===== config.mk =====
export PLATFORM = sky130hd
export DESIGN_NAME = puf_resp_ctrl_flat
export DESIGN_NICKNAME = d
export VERILOG_FILES = /design/src/rtl/puf_resp_ctrl_if.sv /design/src/rtl/puf_resp_ctrl.sv /design/src/flat_wrapper.sv
export SDC_FILE = /design/constraint.sdc
export NUM_CORES = 1
export LEC_CHECK = 0
export CORE_ASPECT_RATIO = 1.5
export CORE_UTILIZATION = 48
export CTS_CLUSTER_SIZE = 16
export DETAILED_ROUTE_END_ITERATION = 8
export HOLD_SLACK_MARGIN = 0.1
export PLACE_DENSITY = 0.8
export SLEW_MARGIN = 0
export SYNTH_ARGS = -nofsm -noshare
export SYNTH_HDL_FRONTEND = slang
export SYNTH_SLANG_ARGS = --single-unit

===== constraint.sdc =====
create_clock -name clk -period 1.9 [get_ports clk]
set_input_delay 0.57 -clock clk [delete_from_list [all_inputs] [get_ports clk]]
set_output_delay 0.57 -clock clk [all_outputs]
set_load 0.1 [all_outputs]

===== src/rtl/puf_resp_ctrl_if.sv =====
// Handshake and counter bus between the PUF response controller and its
// environment: run request/status plus the ring-oscillator counter pair.
interface puf_resp_ctrl_if #(
  parameter int N     = 16,
  parameter int NBITS = 8
) ();
  localparam int SW = $clog2(NBITS);

  logic             start;
  logic [N-1:0]     cnt_a;
  logic [N-1:0]     cnt_b;
  logic             rco_a;
  logic             rco_b;
  logic             cnt_clr;
  logic             cnt_up;
  logic [SW-1:0]    sel;
  logic             busy;
  logic             done;
  logic [NBITS-1:0] resp;
  logic             err;

  modport master (
    output start, cnt_a, cnt_b, rco_a, rco_b,
    input  cnt_clr, cnt_up, sel, busy, done, resp, err
  );

  modport slave (
    input  start, cnt_a, cnt_b, rco_a, rco_b,
    output cnt_clr, cnt_up, sel, busy, done, resp, err
  );
endinterface


===== src/rtl/puf_resp_ctrl.sv =====
// PUF response controller: for each response bit, clears an RO counter pair,
// counts for WIN cycles, waits out the counter output latency, then records
// whether counter A beat counter B. Overflow during a run sets a sticky err.
//
// state   | meaning
// IDLE    | waiting for start; resp/err hold last run
// CLEAR   | counters cleared for one cycle, window timer loaded
// COUNT   | counters enabled for WIN cycles
// SETTLE  | two cycles for counter outputs to become valid
// COMPARE | resp[sel] <= cnt_a > cnt_b, advance sel or finish
// DONE    | one-cycle done pulse
module puf_resp_ctrl #(
  parameter int N     = 16,
  parameter int WIN   = 1024,
  parameter int NBITS = 8
) (
  input logic             clk,
  input logic             clr,
  puf_resp_ctrl_if.slave  bus
);
  localparam int SW = $clog2(NBITS);
  localparam int TW = $clog2(WIN);

  typedef enum logic [2:0] {IDLE, CLEAR, COUNT, SETTLE, COMPARE, DONE} state_t;

  state_t           state_q, state_d;
  logic [TW-1:0]    timer_q, timer_d;
  logic [SW-1:0]    sel_q, sel_d;
  logic [NBITS-1:0] resp_q, resp_d;
  logic             err_q, err_d;
  logic             cnt_clr_q, cnt_clr_d;
  logic             cnt_up_q, cnt_up_d;
  logic             busy_q, busy_d;
  logic             done_q, done_d;
  logic [N-1:0]     cnt_a_w, cnt_b_w;

  assign cnt_a_w = bus.cnt_a;
  assign cnt_b_w = bus.cnt_b;

  // Next-state, datapath and next-output computation; outputs are decoded
  // from the next state so they can be registered without a cycle of lag.
  always_comb begin
    state_d = state_q;
    timer_d = timer_q;
    sel_d   = sel_q;
    resp_d  = resp_q;
    err_d   = err_q;
    unique case (state_q)
      IDLE: begin
        if (bus.start) begin
          state_d = CLEAR;
          sel_d   = '0;
          resp_d  = '0;
          err_d   = 1'b0;
        end
      end
      CLEAR: begin
        state_d = COUNT;
        timer_d = '0;
      end
      COUNT: begin
        if (timer_q == TW'(WIN - 1)) begin
          state_d = SETTLE;
          timer_d = '0;
        end else begin
          timer_d = timer_q + 1'b1;
        end
      end
      SETTLE: begin
        // timer reused to count the two latency cycles
        if (timer_q == TW'(1)) state_d = COMPARE;
        else                   timer_d = timer_q + 1'b1;
      end
      COMPARE: begin
        resp_d[sel_q] = (cnt_a_w > cnt_b_w);
        if (sel_q == SW'(NBITS - 1)) begin
          state_d = DONE;
        end else begin
          sel_d   = sel_q + 1'b1;
          state_d = CLEAR;
        end
      end
      DONE:    state_d = IDLE;
      default: state_d = IDLE;
    endcase
    // overflow is only meaningful while the counters run or settle
    if ((state_q == COUNT || state_q == SETTLE) && (bus.rco_a || bus.rco_b))
      err_d = 1'b1;

    cnt_clr_d = (state_d == CLEAR);
    cnt_up_d  = (state_d == COUNT);
    busy_d    = (state_d == CLEAR) || (state_d == COUNT) ||
                (state_d == SETTLE) || (state_d == COMPARE);
    done_d    = (state_d == DONE);
  end

  // All state and output registers; clr forces the idle, all-zero condition.
  always_ff @(posedge clk or posedge clr) begin
    if (clr) begin
      state_q   <= IDLE;
      timer_q   <= '0;
      sel_q     <= '0;
      resp_q    <= '0;
      err_q     <= 1'b0;
      cnt_clr_q <= 1'b0;
      cnt_up_q  <= 1'b0;
      busy_q    <= 1'b0;
      done_q    <= 1'b0;
    end else begin
      state_q   <= state_d;
      timer_q   <= timer_d;
      sel_q     <= sel_d;
      resp_q    <= resp_d;
      err_q     <= err_d;
      cnt_clr_q <= cnt_clr_d;
      cnt_up_q  <= cnt_up_d;
      busy_q    <= busy_d;
      done_q    <= done_d;
    end
  end

  assign bus.cnt_clr = cnt_clr_q;
  assign bus.cnt_up  = cnt_up_q;
  assign bus.sel     = sel_q;
  assign bus.busy    = busy_q;
  assign bus.done    = done_q;
  assign bus.resp    = resp_q;
  assign bus.err     = err_q;
endmodule

===== src/flat_wrapper.sv =====
// flat-port wrapper written by rule: the top's interface ports become plain ports
module puf_resp_ctrl_flat 
#(
  parameter int N     = 16,
  parameter int WIN   = 1024,
  parameter int NBITS = 8
)
  (clk, clr, bus_start, bus_cnt_a, bus_cnt_b, bus_rco_a, bus_rco_b, bus_cnt_clr, bus_cnt_up, bus_sel, bus_busy, bus_done, bus_resp, bus_err);
  puf_resp_ctrl_if #(.N(N), .NBITS(NBITS)) bus_i ();
  input logic clk;
  input logic clr;
  input wire logic [$bits(bus_i.start)-1:0] bus_start;
  input wire logic [$bits(bus_i.cnt_a)-1:0] bus_cnt_a;
  input wire logic [$bits(bus_i.cnt_b)-1:0] bus_cnt_b;
  input wire logic [$bits(bus_i.rco_a)-1:0] bus_rco_a;
  input wire logic [$bits(bus_i.rco_b)-1:0] bus_rco_b;
  output wire logic [$bits(bus_i.cnt_clr)-1:0] bus_cnt_clr;
  output wire logic [$bits(bus_i.cnt_up)-1:0] bus_cnt_up;
  output wire logic [$bits(bus_i.sel)-1:0] bus_sel;
  output wire logic [$bits(bus_i.busy)-1:0] bus_busy;
  output wire logic [$bits(bus_i.done)-1:0] bus_done;
  output wire logic [$bits(bus_i.resp)-1:0] bus_resp;
  output wire logic [$bits(bus_i.err)-1:0] bus_err;
  assign bus_i.start = bus_start;
  assign bus_i.cnt_a = bus_cnt_a;
  assign bus_i.cnt_b = bus_cnt_b;
  assign bus_i.rco_a = bus_rco_a;
  assign bus_i.rco_b = bus_rco_b;
  assign bus_cnt_clr = bus_i.cnt_clr;
  assign bus_cnt_up = bus_i.cnt_up;
  assign bus_sel = bus_i.sel;
  assign bus_busy = bus_i.busy;
  assign bus_done = bus_i.done;
  assign bus_resp = bus_i.resp;
  assign bus_err = bus_i.err;
  puf_resp_ctrl #(.N(N), .WIN(WIN), .NBITS(NBITS)) u_core (.clk(clk), .clr(clr), .bus(bus_i));
endmodule

# Yosys cells after proc, flatten, opt, wreduce, memory -nomap -nowiden
# Cells that the tools add are included.
dict set report totals {
  regBits 29
  input_bits 37
  out_inout_bits 16
  elab_cells 64
}
dict set report op_classes {
  n_addsub 2
  n_lt_le_gt_ge 3
  eq_ne 15
  mux 19
  reduce_logical 16
}
# op n
set ops {}
lappend ops {{$pmux W10 S3} 1}
lappend ops {{$mux W10} 2}
lappend ops {{$mux W3} 6}
lappend ops {{$gt A16 B16 Y1} 1}
lappend ops {{$pmux W8 S2} 1}
lappend ops {{$pmux W3 S5} 1}
lappend ops {{$eq A3 B2 Y1 const B} 4}
lappend ops {{$eq A3 B3 Y1 const B} 4}
lappend ops {{$add A10 B1 Y10 const B} 1}
lappend ops {{$eq A10 B1 Y1 const B} 1}
lappend ops {{$eq A10 B10 Y1 const B} 1}
lappend ops {{$bwmux W8} 1}
lappend ops {{$mux W8} 1}
lappend ops {{$eq A3 B1 Y1 const B} 2}
lappend ops {{$ne A2 B2 Y1 const B} 3}
lappend ops {{$pmux W3 S2} 1}
lappend ops {{$reduce_and A2 Y1} 3}
lappend ops {{$reduce_bool A2 Y1} 3}
lappend ops {{$logic_or A1 B1 Y1} 5}
lappend ops {{$lt A3 B4 Y1 const B} 1}
lappend ops {{$mux W1} 4}
lappend ops {{$add A3 B1 Y3 const B} 1}
lappend ops {{$demux W1 S3} 1}
lappend ops {{$ge A3 B1 Y1 const B} 1}
lappend ops {{4 further kinds} 5}

# Longest topological paths before layout
dict set report logic_depth {
  depth_word 7
  ltp_mapped 8
  ltp_nobuf 7
}

# Worst setup path before layout
# Ideal clock, no wire load.
dict set report synth_timing {
  path_kind {input -> register}
  from {in bus_cnt_b[15]}
  to {reg u_core.resp_q[1], in the netlist u_core.bus.resp[1]}
  setup_ps 136
  arrival_time_ps 1979
  required_time_ps 1764
  path_slack_ps -215
  stages 8
  n_path_buf 1
  path_cell_list {inv_1 -> ha_1 -> and4_1 -> nand3_1 -> or4_1 -> buf_2 -> nand3_1 -> o21ai_1}
}
dict set report synth_between {
  elab_chain_cells 3
}
# element line
set synth_lines {}
lappend synth_lines {{start: declaration} flat_wrapper.sv:14} ;# input wire logic [$bits(bus_i.cnt_b)-1:0] bus_cnt_b;
lappend synth_lines {{$gt A16 B16 Y1} puf_resp_ctrl.sv:75} ;# resp_d[sel_q] = (cnt_a_w > cnt_b_w);
lappend synth_lines {{$bwmux W8} puf_resp_ctrl.sv:75}
lappend synth_lines {{$pmux W8 S2} puf_resp_ctrl.sv:48} ;# unique case (state_q)
lappend synth_lines {{end signal: assignment} puf_resp_ctrl.sv:113} ;# resp_q <= resp_d;
lappend synth_lines {{end: declaration} puf_resp_ctrl.sv:29} ;# logic [NBITS-1:0] resp_q, resp_d;
# No other way between the ends.
# A chain may end at the register's enable or synchronous reset.

# Final worst setup path
dict set report layout_timing {
  from {in bus_cnt_a[5]}
  to {reg u_core.resp_q[7], in the netlist u_core.bus.resp[7]}
}
dict set report layout_between {
  elab_chain_cells 3
}
# element line
set layout_lines {}
lappend layout_lines {{start: declaration} flat_wrapper.sv:13} ;# input wire logic [$bits(bus_i.cnt_a)-1:0] bus_cnt_a;
lappend layout_lines {{$gt A16 B16 Y1} puf_resp_ctrl.sv:75}
lappend layout_lines {{$bwmux W8} puf_resp_ctrl.sv:75}
lappend layout_lines {{$pmux W8 S2} puf_resp_ctrl.sv:48}
# No other way between the ends.

==> results_dict.tcl <==
set metrics [dict create \
    status "finished with violations" \
    violations "setup timing" \
    layout_setup_ws_ns -0.0539 \
    powerDensity_mw_per_mm2 500 \
    dieArea_mm2 0.00429 \
    seqPwrFrac 0.392 \
    slowest_stage "a2111oi_4" \
    synth-main-ff-cell "dfrtp_1" \
    final_cell_mix "dfrtp_1 (27), nor2_1 (17), buf_4 (17)" \
    drtIter0Drc 62 \
    timing.rr.start "u_core.timer_q[1]" \
    required_ns 2.10 \
    min_to "u_core.timer_q[0]" \
    ys_types 43 \
    finClkSkew_ns 0.00272 \
    h-tree-depth 2 \
    ys_seq_area_frac 0.376 \
    period_share 1.03 \
    synth_edf_count 0 \
    drive_above_1_share 0.421 \
    combPwrFrac 0.192 \
    yosysWarnings 0 \
    path_clk_slew_ns 0.06 \
    ant_nets 0 \
    p_sw_frac 0.244 \
    hold_start "u_core.timer_q[0]" \
    gr-total-overflow 0 \
    yosysTopAreaCellShare 0.376 \
    p_switching_mw 0.389 \
    grt_pass1_wl_mm 8.71 \
    synthArstFlopShare 1.00 \
    core_mm2 0.00375 \
    grt_pass1_vias 1982 \
    netlist_top_cells_area "dfrtp_1 (38%), ha_1 (13%), nand3_1 (5.4%)" \
    num_antenna_cells 0 \
    finalSetupViolations 8 \
    area_growth_pct 65.0 \
    critPathMaxStageDelay_ns 0.37 \
    start_kind "input port" \
    drv_slew 0 \
    cts_tree "done" \
    wire_per_inst_um 17.8 \
    ys_ff_latch 29 \
    grt_use_total 0.283 \
    fin_hold_ws_ns 0.557 \
    crit_fanout 6 \
    yosys.area.top_type "dfrtp_1" \
    grt_max_degree 30 \
    drc 0 \
    routed_wl_mm 5.97 \
    crit_buf_inv 3 \
    dr.pass1.iters 4 \
    cts_buffer_depth 2 \
    min_period_ns 1.95 \
    cp.arrival_ns 2.16 \
    cts_hold_buf 0 \
    stdcell_area_mm2 0.00319 \
    crit_path_end_kind "flip-flop" \
    num_io_pins 53 \
    dieHeight_um 79.7 \
    synth_nets 275 \
    vdd_drop_max_v 0.000658 \
    wl_met1_mm 2.08 \
    die_w_um 53.8 \
    regToRegSetupSlack_ns 0.02 \
    relSlewSlack 0.628 \
    power_mw 1.59 \
    power_frac_clock 0.417 \
    start_util 0.515 \
    place_area_mm2 0.00279 \
    rows 27 \
    final_common_cell "dfrtp_1" \
    clock_latency_ns 0.28 \
    dr_wl_met2_mm 3.32 \
    top_layer "met4" \
    syn_avg_cell_area_um2 8.86 \
    timing_hold_violations_final 0 \
    fmax_mhz 512 \
    worst_hold_path_type "reg -> reg" \
    vias_per_cell 5.90 \
    rsz0062_at_grt "true" \
    finalWeightedCongestion 0.817 \
    final_util 0.850 \
    antenna_found_initial 0 \
    cp_cell_sequence "clkdlybuf4s15_1, ha_4, nand4_1, buf_4, a2111oi_4, nor3_4, buf_6, o22ai_2" \
    clockRootBuffer "clkbuf_8" \
    port_buffers 52 \
    fin_nets 348 \
    crit_family "buffers and inverters" \
    syn_inst 218 \
    drv_cap 0 \
    p_leak_nw 1.43 \
    whs_path_depth 1 \
    p_int_mw 1.20 \
    place_ws_ns -0.788 \
    met3_length_um 272 \
    vias 1978 \
    rr_endpoint "u_core.timer_q[8]" \
    synth_area_mm2 0.00193 \
    reg2reg_depth 7 \
    crit_type "in -> reg" \
    dp_hpwl_mm 3.51 \
    cts_buffers 5 \
    cts.sinks 29 \
    tightest_slew_ns 0.555 \
]
## cells in the mapped netlist, drive strengths merged, types with 2 or more instances
| master | instances |
|---|---|
| dfrtp | 29 |
| buf | 4 |
| nand4 | 5 |
| and3 | 5 |
| a21o | 3 |
| nand2b | 3 |
| o211ai | 2 |
| nand2 | 18 |
| o22ai | 2 |
| ha | 20 |
| inv | 25 |
| nand3 | 21 |
| nor2 | 19 |
| o31ai | 2 |
| a21oi | 9 |
| o21ai | 24 |
| xor2 | 3 |
| nor3 | 6 |
| nor2b | 2 |
## layout make-up
cell class	instances	area [um^2]
clock buffers	7	86.3
clock inverters	1	30.0
fillers	190	563
inverters	25	109
multi-input cells	159	1390
flip-flops and latches	29	728
well taps	43	53.8
repair buffers	71	787
## routing by layer
metal,GRT usage,vias to the layer above
met3,0.0514,26
li1,-,916
met4,0.171,0
met2,0.504,89
met1,0.288,947
met5,0,-
## worst max-delay path by stage
stage / from / end / slack, ns / depth (start not counted)
2_1_floorplan: bus_cnt_b[14] / u_core.bus.resp[1] / -0.03 / 8
3_3_place_gp: bus_cnt_b[14] / u_core.bus.resp[1] / -0.76 / 8
3_5_place_dp: bus_cnt_b[14] / u_core.bus.resp[7] / -0.79 / 8
4_1_cts: bus_cnt_b[13] / u_core.bus.resp[7] / 0.01 / 8
5_1_grt: bus_cnt_b[1] / u_core.bus.resp[7] / -0.1 / 9
6_report: bus_cnt_a[5] / u_core.bus.resp[7] / -0.05 / 8
## what timing repair did
| item | in CTS | in global routing |
|---|---|---|
| gates resized for setup | 95 | 45 |
| endpoints found under the setup margin | 9 | 16 |
| setup buffers | 4 | 6 |
| pin swaps | 21 | 22 |
## state kept, by name, indices dropped and copies added, names as in the netlist
register            cells
u_core.timer_q         10
u_core.bus.resp         8
u_core.bus.sel          3
u_core.state_q          3
u_core.bus.busy         1
u_core.bus.cnt_clr      1
u_core.bus.cnt_up       1
u_core.bus.done         1
u_core.bus.err          1
## kinds of logic after synthesis
group           count (synthesis)  synth area share
simple gates                   86             0.244
compound gates                 49             0.168
buf+inv                        30            0.0641
flops                          29             0.376
fa+ha+maj                      20             0.130
xor+xnor                        3            0.0136
mux                             1           0.00583
## worst register-to-register path, cell delays in order (launching register included)
cell and delay, ns:
dfrtp_1 0.41, inv_2 0.07, ha_2 0.16, nor4b_4 0.20, nand4_1 0.30, o2111ai_1 0.35
xor2_1 0.19, nor2_1 0.08
## power groups by stage
| stage | registers [mW] | logic, mW | clock network (mW) |
|---|---|---|---|
| floorplan | 0.653 | 0.0840 | 0 |
| global placement | 0.635 | 0.221 | 0 |
| detailed placement | 0.635 | 0.225 | 0 |
| CTS | 0.624 | 0.258 | 0.665 |
| global route | 0.624 | 0.324 | 0.687 |
| finish | 0.624 | 0.305 | 0.663 |
## stage by stage
stage          instances  setup TNS (ns)
2_1_floorplan        218          -0.178
3_3_place_gp         318           -5.95
3_5_place_dp         318           -6.13
4_1_cts              330               0
5_1_grt              335          -0.742
6_report             335          -0.205
Note: power is estimated with default switching activity, not from simulation.
